`src/rtl/edge_gen_pkg.sv`:
```
// Shared types and decode helpers for the edge generator.
package edge_gen_pkg;

    typedef enum logic [1:0] {
        EK_WAIT   = 2'd0,
        EK_RISE   = 2'd1,
        EK_FALL   = 2'd2,
        EK_TOGGLE = 2'd3
    } edge_kind_e;

    typedef enum logic {
        ST_IDLE = 1'b0,
        ST_HOLD = 1'b1
    } state_e;

    // Level sig_out should take when a request of this kind is accepted.
    function automatic logic target_level(input edge_kind_e kind, input logic cur);
        logic lvl;
        lvl = cur;
        case (kind)
            EK_WAIT:   lvl = cur;
            EK_RISE:   lvl = 1'b1;
            EK_FALL:   lvl = 1'b0;
            EK_TOGGLE: lvl = ~cur;
            default:   lvl = cur;
        endcase
        return lvl;
    endfunction

    // A RISE onto a high line or a FALL onto a low line changes nothing.
    function automatic logic is_redundant(input edge_kind_e kind, input logic cur);
        return ((kind == EK_RISE) && cur) || ((kind == EK_FALL) && !cur);
    endfunction

endpackage

```
`src/rtl/hold_timer.sv`:
```
// Loadable down-counter that stops at zero; times the hold period of a request.
module hold_timer #(
    parameter int unsigned HOLD_W = 8
) (
    input  logic              clk,
    input  logic              rst_n,
    input  logic              i_load,
    input  logic [HOLD_W-1:0] i_load_val,
    output logic              o_zero_c
);

    logic [HOLD_W-1:0] r_count;

    // Load on request acceptance, otherwise count down and park at zero.
    always_ff @(posedge clk or negedge rst_n) begin
        if (!rst_n) begin
            r_count <= '0;
        end else if (i_load) begin
            r_count <= i_load_val;
        end else if (r_count != '0) begin
            r_count <= r_count - HOLD_W'(1);
        end
    end

    assign o_zero_c = (r_count == '0);

endmodule

```
`src/rtl/edge_generator.sv`:
```
// Request-driven waveform generator with a guaranteed minimum level width.
module edge_generator
    import edge_gen_pkg::*;
#(
    parameter int unsigned HOLD_W     = 8,
    parameter int unsigned CNT_W      = 16,
    parameter logic        IDLE_LEVEL = 1'b0
) (
    input  logic              clk,
    input  logic              rst_n,
    input  logic              req_valid,
    output logic              req_ready,
    input  logic [1:0]        req_kind,
    input  logic [HOLD_W-1:0] req_hold,
    output logic              sig_out,
    output logic              done,
    output logic              redundant,
    output logic [CNT_W-1:0]  edge_cnt
);

    state_e           r_state;
    logic             r_sig;
    logic             r_done;
    logic             r_redundant;
    logic [CNT_W-1:0] r_edge_cnt;

    edge_kind_e w_kind;
    logic       w_accept;
    logic       w_target;
    logic       w_redundant;
    logic       w_zero;

    assign w_kind      = edge_kind_e'(req_kind);
    assign w_accept    = req_valid && (r_state == ST_IDLE);
    assign w_target    = target_level(w_kind, r_sig);
    assign w_redundant = is_redundant(w_kind, r_sig);

    hold_timer #(
        .HOLD_W (HOLD_W)
    ) u_hold_timer (
        .clk        (clk),
        .rst_n      (rst_n),
        .i_load     (w_accept),
        .i_load_val (req_hold),
        .o_zero_c   (w_zero)
    );

    // Accept in IDLE, drive the new level, then wait out the hold in HOLD.
    always_ff @(posedge clk or negedge rst_n) begin
        if (!rst_n) begin
            r_state     <= ST_IDLE;
            r_sig       <= IDLE_LEVEL;
            r_done      <= 1'b0;
            r_redundant <= 1'b0;
            r_edge_cnt  <= '0;
        end else begin
            r_done      <= 1'b0;
            r_redundant <= 1'b0;
            case (r_state)
                ST_IDLE: begin
                    if (w_accept) begin
                        r_state     <= ST_HOLD;
                        r_sig       <= w_target;
                        r_redundant <= w_redundant;
                        if (w_target != r_sig) begin
                            r_edge_cnt <= r_edge_cnt + CNT_W'(1);
                        end
                    end
                end
                ST_HOLD: begin
                    if (w_zero) begin
                        r_state <= ST_IDLE;
                        r_done  <= 1'b1;
                    end
                end
                default: r_state <= ST_IDLE;
            endcase
        end
    end

    assign req_ready = (r_state == ST_IDLE);
    assign sig_out   = r_sig;
    assign done      = r_done;
    assign redundant = r_redundant;
    assign edge_cnt  = r_edge_cnt;

endmodule

```
`config.mk`:
```
export PLATFORM = sky130hd
export DESIGN_NAME = edge_generator
export DESIGN_NICKNAME = d
export VERILOG_FILES = /design/src/rtl/edge_gen_pkg.sv /design/src/rtl/hold_timer.sv /design/src/rtl/edge_generator.sv
export SDC_FILE = /design/constraint.sdc
export NUM_CORES = 1
export LEC_CHECK = 0
export CAP_MARGIN = 20
export CORE_MARGIN = 4
export CORE_UTILIZATION = 52
export DETAILED_ROUTE_END_ITERATION = 8
export PLACE_DENSITY_LB_ADDON = 0.2
export SLEW_MARGIN = 25
export SYNTH_ARGS = -nofsm -noshare
export SYNTH_HDL_FRONTEND = slang
export SYNTH_SLANG_ARGS = --single-unit
```
`constraint.sdc`:
```
create_clock -name clk -period 3.73 [get_ports clk]
set_input_delay 0.746 -clock clk [delete_from_list [all_inputs] [get_ports clk]]
set_output_delay 0.746 -clock clk [all_outputs]
set_load 0.01 [all_outputs]
```
Yosys cells after proc, flatten, opt, wreduce, memory -nomap -nowiden. Index checks and enable logic that the tools add are counted.

Bits in registers: 28. Output and inout bits: 20. Word-level logic and storage cells: 35. Bits of input ports: 13.

Reduce and logical (&&, ||, !) cells: 11. Eq/ne operators: 4. Bitwise gates (word level): 2. Add/sub/neg operators: 2. Mux-type cells: 10.

Operator list (count): $add 16x1->16 const B (1); $mux 8 (2); $logic_not 8->1 (1); $reduce_bool 8->1 (1); $sub 8x1->8 const B (1); $mux 1 (6); $eq 2x2->1 const B (2); $pmux 1 s4 (1); $logic_and 1x1->1 (3); $reduce_and 3->1 (1); $eq 2x1->1 const B (1); $logic_not 2->1 (1); $not 1->1 (2); $pmux 1 s2 (1); $reduce_and 2->1 (1); $reduce_bool 2->1 (1); $logic_not 1->1 (1); $logic_or 1x1->1 (1); $ne 1x1->1 (1).

Logic depth before layout (Yosys ltp). Gate-level depths: netlist of run 1.

Depth in word-level cells: 5. Depth in mapped cells: 6. Depth with buffers taken out: 6.

Cells and area by module. From an unflattened synthesis of run 1, not the netlist that was laid out.

Cells, all modules: 131. Area total of the unflattened synthesis: 1378.8 µm².

Modules (own cells, without submodules): edge_generator (instances 1, area an instance 902.1 µm², seq. area each 500.5 µm², cells each 77); hold_timer (instances 1, area an instance 476.7 µm², seq. area each 200.2 µm², cells each 54).

Worst setup path after synthesis of run 1. Ideal clock, no wire load.

Path type: input -> register. Start point: input req_kind[1]. End point: register r_edge_cnt[11], in the netlist edge_cnt[11]. Arrival: 1.644 ns. Setup time: 0.079 ns. Slack: 2.006 ns. Stages on the path: 4. Required time: 3.651 ns. Path buffers: 0. Path through: mux2i_1 -> nor4_4 -> nor3b_2 -> xor2_1.

Cells in the longest elaborated chain, start to end: 4. Elaborated cells between the ends (all ways): 7. Classes of those cells: eq/ne (4); mux (1); reduce/logical (2).

Ends and longest elaborated chain: start: declaration (line edge_generator.sv:13) `input logic [1:0] req_kind,`; $eq 2x2->1 (tied with other cells) (line edge_gen_pkg.sv:20) `case (kind)`; $pmux 1 s4 * (line edge_gen_pkg.sv:20); $ne 1x1->1 * (line edge_generator.sv:65) `if (w_target != r_sig) begin`; $reduce_and 3->1 (no line) *; end signal: assignment (line edge_generator.sv:66) `r_edge_cnt <= r_edge_cnt + CNT_W'(1);`; end: declaration (line edge_generator.sv:25) `logic [CNT_W-1:0] r_edge_cnt;`.

Every way passes the cells marked *; elsewhere a longest branch is shown, timed or not. A chain may end at the register's enable or synchronous reset.

Worst setup path after layout of run 1.
Start point: register r_edge_cnt[0], in the netlist edge_cnt[0]. End point: output edge_cnt[0].

RTL lines: end: declaration (line edge_generator.sv:18) `output logic [CNT_W-1:0] edge_cnt`.

No word-level cell between the ends.

==> results.ini, run 1 <==
[outcome]
status=complete, no violations

[drt]
antenna_left=0
drt_first_pass_iters=4
drt_iter0_markers=40
avgViaCountPerCell=5.42
drc=0
wire_per_inst_um=14.2
wirelength_um=2790
vias=1068

[setup_path]
worstPathRequired_ns=2.98
crit_family=buffers and inverters
crit_fanout=7
path_buf_inv=1
cpMaxStageDelayCell=clkdlybuf4s50_1
arrival_ns=1.42
cp_slowest_stage_delay_ns=0.59
crit_path_start_kind=register
path_class=reg2out
crit_path_end_kind=output pin
crit_chain=clkdlybuf4s50_1

[sta]
final-setup-viol-count=0
fmax_mhz=462
final_hold_viol_count=0
layout_min_cycle_time_ns=2.17
skew_ns=0.0115
hold_slack_ns=0.481
tns_ns=0
worstMarginPinSlew_ns=0.668
slew-limit-headroom=0.554
rsz0062_at_grt=no
fin_crit_sh=0.581
maxSlewViolCount=0
fin_ws_ns=1.56

[place]
dp.cells=194
hpwl_um=2090
dpl-instance-area_um2=1740
io_buffers=32
gp_congestion=0.841
pre_cts_slack_ns=1.30

[global_routing]
track_usage=0.173
grt_first_pass_wirelength_um=4700
overflow=0
antenna_found_initial=0
grt_max_degree=29
grt_pass1_vias=1095

[final_layout]
area.growth.synth_to_final_pct=27.6
fin_nets=185
drive_gt1_frac=0.0539
diodes=0
fin_area_um2=1760
layout.cells.non_filler=197

[cts]
cts.htree.levels=1
cts_tree=yes
clk_latency_ns=0.32
clkTransAtPathRegs_ns=0.15
cts.sinks=28
cts_buffers=3
cts_setup_buffers=0
cts_hold_buf=0
clockBufferDepth=2
cts_root_buf=clkbuf_4
cts_resized=0

[power]
leakagePower_nw=0.753
clockPowerShare=0.144
power.internal_mw=0.545
p_per_area_nw_per_um2=476
swShare=0.348
combinationalPowerShare=0.320
irDropWorstVdd_v=0.000353
p_seq_frac=0.536
power.switching_mw=0.292

[die]
core_area_um2=2500
rows=18
dieArea_um2=3540
initial_core_util=0.551
io_pins=33
die_h_um=59.5
die_width_um=59.5

[yosys]
synth_nets=149
yosysTopAreaCell=dfrtp_1
synth.distinct_cells=29
synth_area_leaders=dfrtp_1 51%, xnor2_1 8.3%, mux2i_1 3.6%
synth_seq_cells=28
yosysWarnings=0
syn_inst=133
synth_top_cell_area_share=0.509
avgSynthCellArea_um2=10.4
seq_area_frac_synth=0.509
synth_area_um2=1380

[run]
maxCapViolations=0

[worst_hold_path]
worstHoldPathType=reg2reg

==> power by group through the flow <==
stage	sequential, mW	combinational [mW]	clock [mW]
after CTS	0.448	0.273	0.125
after floorplan	0.443	0.175	0
final	0.448	0.268	0.120
after global routing	0.461	0.304	0.137
after detailed placement	0.454	0.273	0
after global placement	0.448	0.259	0
==> cells by family after synthesis <==
logic type,after synthesis,synth area share
simple gates,58,0.233
compound gates,13,0.0509
xor+xnor,17,0.108
fa+ha+maj,3,0.0273
flops,28,0.509
mux,7,0.0527
buf+inv,7,0.0191
==> through the flow <==
step,power (mW),util
floorplan,0.618,-
global placement,0.707,0.694
detailed placement,0.727,0.694
CTS,0.846,0.703
global route,0.901,0.703
finish,0.837,0.703
==> placed cells by master, fill, tap and decap left out, drive strengths merged, types with 3 or more instances in the layout <==
| master | n |
|---|---|
| clkbuf | 3 |
| nand3 | 6 |
| mux2i | 5 |
| nand2 | 12 |
| ha | 3 |
| clkdlybuf4s50 | 32 |
| a21oi | 6 |
| xor2 | 4 |
| o21ai | 4 |
| and3 | 3 |
| inv | 5 |
| dfrtp | 28 |
| xnor2 | 13 |
| nand4 | 6 |
| nor2 | 13 |
| nor3 | 4 |
==> worst register-to-register path, delay by kind of cell, from the launching register on <==
kind | cells | cell delay, ns
buf+inv | 1 | 0.12
flops | 1 | 0.41
compound gates | 1 | 0.09
mux | 1 | 0.26
simple gates | 2 | 0.86
fa+ha+maj | 1 | 0.17
==> worst paths after layout <==
kind,from,end,slack (ns),depth (start not counted)
worst max-delay path,edge_cnt[0],edge_cnt[0],1.56,1
worst min-delay path,edge_cnt[15],edge_cnt[15],0.48,1
worst max register to register,u_hold_timer.r_count[0],u_hold_timer.r_count[1],1.72,6
worst min register to register,edge_cnt[15],edge_cnt[15],0.48,1
max in group asynchronous,rst_n,edge_cnt[4],2.68,2
min in group asynchronous,rst_n,u_hold_timer.r_count[7],0.78,2
==> cells in the mapped netlist <==
cell,n
and3_1,3
a31oi_1,2
nand3_1,6
mux2_2,2
nor4_2,1
nor3_1,4
nor4_4,1
nand4_1,6
or2_1,1
inv_1,5
dfrtp_1,28
o31ai_1,1
and4_1,1
nor2_1,13
nand2_1,12
nor3b_2,1
mux2i_1,5
or3_1,2
xor2_1,4
o21ai_0,4
clkbuf_1,2
a21oi_1,6
nor3b_1,1
and2_1,2
nand3b_1,2
nand2b_1,1
ha_1,3
xnor2_1,13
nor2b_1,1
==> state kept, by name (all words and copies together) (netlist names) <==
| name | cells |
|---|---|
| done | 1 |
| edge_cnt | 16 |
| r_state | 1 |
| redundant | 1 |
| sig_out | 1 |
| u_hold_timer.r_count | 8 |
==> metal layers <==
layer	vias to the layer above	GRT usage	share of wire
li1	528	-	-
met1	518	0.202	0.41
met2	20	0.331	0.55
met3	2	0.0196	0.036
met4	0	0.0388	0.0043
met5	-	0	0
==> area by class of cell <==
cell class | instances | area [um2]
fillers | 183 | 742
flip-flops and latches | 28 | 701
multi-input cells | 98 | 651
repair buffers | 33 | 328
well taps | 30 | 37.5
clock buffers | 3 | 22.5
inverters | 5 | 18.8
(Power assumes the default switching activity.)
==> inputs of run 2 (changes only) <==
Settings changed: CORE_UTILIZATION 52 to 48.
Clock period 3.73 ns to 2.15 ns, I/O delays scaled along.
==> run 2 against run 1 <==
  * Setup slack got worse by 1.3 ns
  * Largest cell class unchanged
  * Utilization fell by 4.3 points
  * Cell count rose by 3.0%
  * Wire length fell by 3.8%
  * Hold slack got worse by 0.028 ns
  * Via count fell by 1.3%
  * Register-to-register slack got worse by 1.2 ns
  * Count of clock-buffer cells in the layout did not move
  * First-iteration DRC count fell by 5.0%
  * Largest power group unchanged
  * Global-route usage fell by 1.8 points
  * Sequential share of layout area fell by 1.3 points
  * Critical path depth did not move
==> results.ini, run 2 (synthesized netlist as in run 1, its figures left out) <==
[setup_path]
path_buf_inv=1  ; unchanged
arrival_ns=1.43  ; about the same
r2r_end=u_hold_timer.r_count[1]
crit_chain=clkdlybuf4s50_1
rr_worst_depth=6  ; unchanged
crit_path_end_kind=output pin
cpMaxStageDelayCell=clkdlybuf4s50_1
crit_end=edge_cnt[0]
startpoint=edge_cnt[0]
reg2reg_from=u_hold_timer.r_count[0]
crit_fanout=7  ; unchanged
path_class=reg2out
crit_family=buffers and inverters
worstPathRequired_ns=1.72  ; -1.26 ns
rrSetupSlack_ns=0.50  ; -1.22 ns
crit_path_start_kind=register
cp_slowest_stage_delay_ns=0.59  ; about the same
cp.depth=1  ; unchanged

[die]
die_width_um=61.6  ; +3.5%
core_area_um2=2760  ; +10%
initial_core_util=0.500  ; -0.0515
dieArea_um2=3790  ; +7.2%
io_pins=33  ; unchanged
die_h_um=61.6  ; +3.5%
rows=19  ; +1

[global_routing]
antenna_found_initial=0  ; unchanged
track_usage=0.155  ; -0.0182
grt_max_degree=29  ; unchanged
grt_pass1_vias=1027  ; -6.2%
grt_first_pass_wirelength_um=4370  ; -7.0%
overflow=0  ; unchanged

[cts]
cts_root_buf=clkbuf_4
cts_hold_buf=0  ; unchanged
cts_buffers=3  ; unchanged
cts_resized=0  ; unchanged
cts_setup_buffers=0  ; unchanged
clockBufferDepth=2  ; unchanged
cts.htree.levels=1  ; unchanged
cts_tree=yes
clkTransAtPathRegs_ns=0.16  ; about the same
cts.sinks=28  ; unchanged
clk_latency_ns=0.33  ; about the same

[final_layout]
drive_gt1_frac=0.0814  ; +0.0275
fillers=218  ; +19%
fin_nets=189  ; +2.2%
area.growth.synth_to_final_pct=32.1
final_cell_mix=32 x clkdlybuf4s50_1, 28 x dfrtp_1, 13 x nor2_1, 13 x xnor2_1, 12 x nand2_1
largest_reg_flops=16  ; unchanged
layout.cells.non_filler=203  ; +3.0%
diodes=0  ; unchanged
final_common_cell=clkdlybuf4s50_1

[sta]
tns_ns=0  ; unchanged
maxSlewViolCount=0  ; unchanged
layout_min_cycle_time_ns=1.86
final_hold_viol_count=0  ; unchanged
fmax_mhz=538
worstMarginPinSlew_ns=0.406  ; -0.262 ns
fin_crit_sh=0.864
fin_ws_ns=0.293  ; -1.27 ns
rsz0062_at_grt=no
final-setup-viol-count=0  ; unchanged
skew_ns=0.0140  ; +0.00250 ns
slew-limit-headroom=0.721  ; +0.168

[power]
irDropWorstVdd_v=0.000602  ; +70%
p_per_area_nw_per_um2=875  ; +84%
leakagePower_nw=0.787  ; +4.6%

[drt]
vias=1054  ; -1.3%
antenna_left=0  ; unchanged
wire_per_inst_um=13.2  ; -6.6%
drc=0  ; unchanged
drt_first_pass_iters=4  ; unchanged
avgViaCountPerCell=5.19  ; -4.2%
drt_iter0_markers=38  ; -5.0%
wirelength_um=2680  ; -3.8%

[run]
maxCapViolations=0  ; unchanged

[place]
pre_cts_slack_ns=0.0366  ; -1.26 ns
gp_congestion=0.822  ; -2.2%
dp.cells=199  ; +2.6%
hpwl_um=1990  ; -4.5%
io_buffers=32  ; unchanged

[outcome]
status=complete, no violations

[worst_hold_path]
worstHoldPathType=in2async

run 2: changes by cell type in the layout (fill, tap and decap cells not counted), sizes merged:
cell    before  now
bufinv       0    1
buf          1    5
run 2: per-stage QoR:
| stage | power, mW | area (um2) | hold WS (ns) | util |
|---|---|---|---|---|
| 3_3_place_gp | 1.25 | 1770 | 0.465 | 0.641 |
| 4_1_cts | 1.61 | 1820 | 0.454 | 0.660 |
| 2_1_floorplan | 1.07 | 1380 | 0.134 | - |
| 6_report | 1.59 | 1820 | 0.453 | 0.660 |
| 5_1_grt | 1.70 | 1820 | 0.462 | 0.660 |
| 3_5_place_dp | 1.26 | 1770 | 0.467 | 0.641 |
run 2: routing by layer:
metal,vias to the layer above,wire [um],part of all wire,GRT usage
li1,537,-,-,-
met1,501,1270,0.47,0.195
met2,14,1310,0.49,0.263
met3,2,79,0.029,0.0252
met4,0,20,0.0075,0.0606
met5,-,0,0,0
run 2: area by class of cell:
class | count | area [um2] | area share
Clock inverter | 1 | 30.0 | 0.0165
Inverter | 5 | 18.8 | 0.0103
Sequential cell | 28 | 701 | 0.385
Multi-Input combinational cell | 98 | 651 | 0.358
Tap cell | 31 | 38.8 | 0.0213
Timing Repair Buffer | 37 | 358 | 0.197
Clock buffer | 3 | 22.5 | 0.0124
run 2: worst min-delay path by stage:
stage	from	endpoint	slack [ns]	cells past startpoint
floorplan	rst_n	done	0.13	0
global placement	edge_cnt[15]	edge_cnt[15]	0.47	1
detailed placement	edge_cnt[15]	edge_cnt[15]	0.47	1
CTS	rst_n	u_hold_timer.r_count[6]	0.45	2
global route	rst_n	u_hold_timer.r_count[6]	0.46	2
finish	rst_n	sig_out	0.45	2
run 2: power by group:
part           internal, mW  total [mW]  switching (mW)  leakage, nW
clock network         0.189       0.346           0.158       0.0279
logic                 0.259       0.475           0.216        0.401
registers             0.635       0.772           0.136        0.359
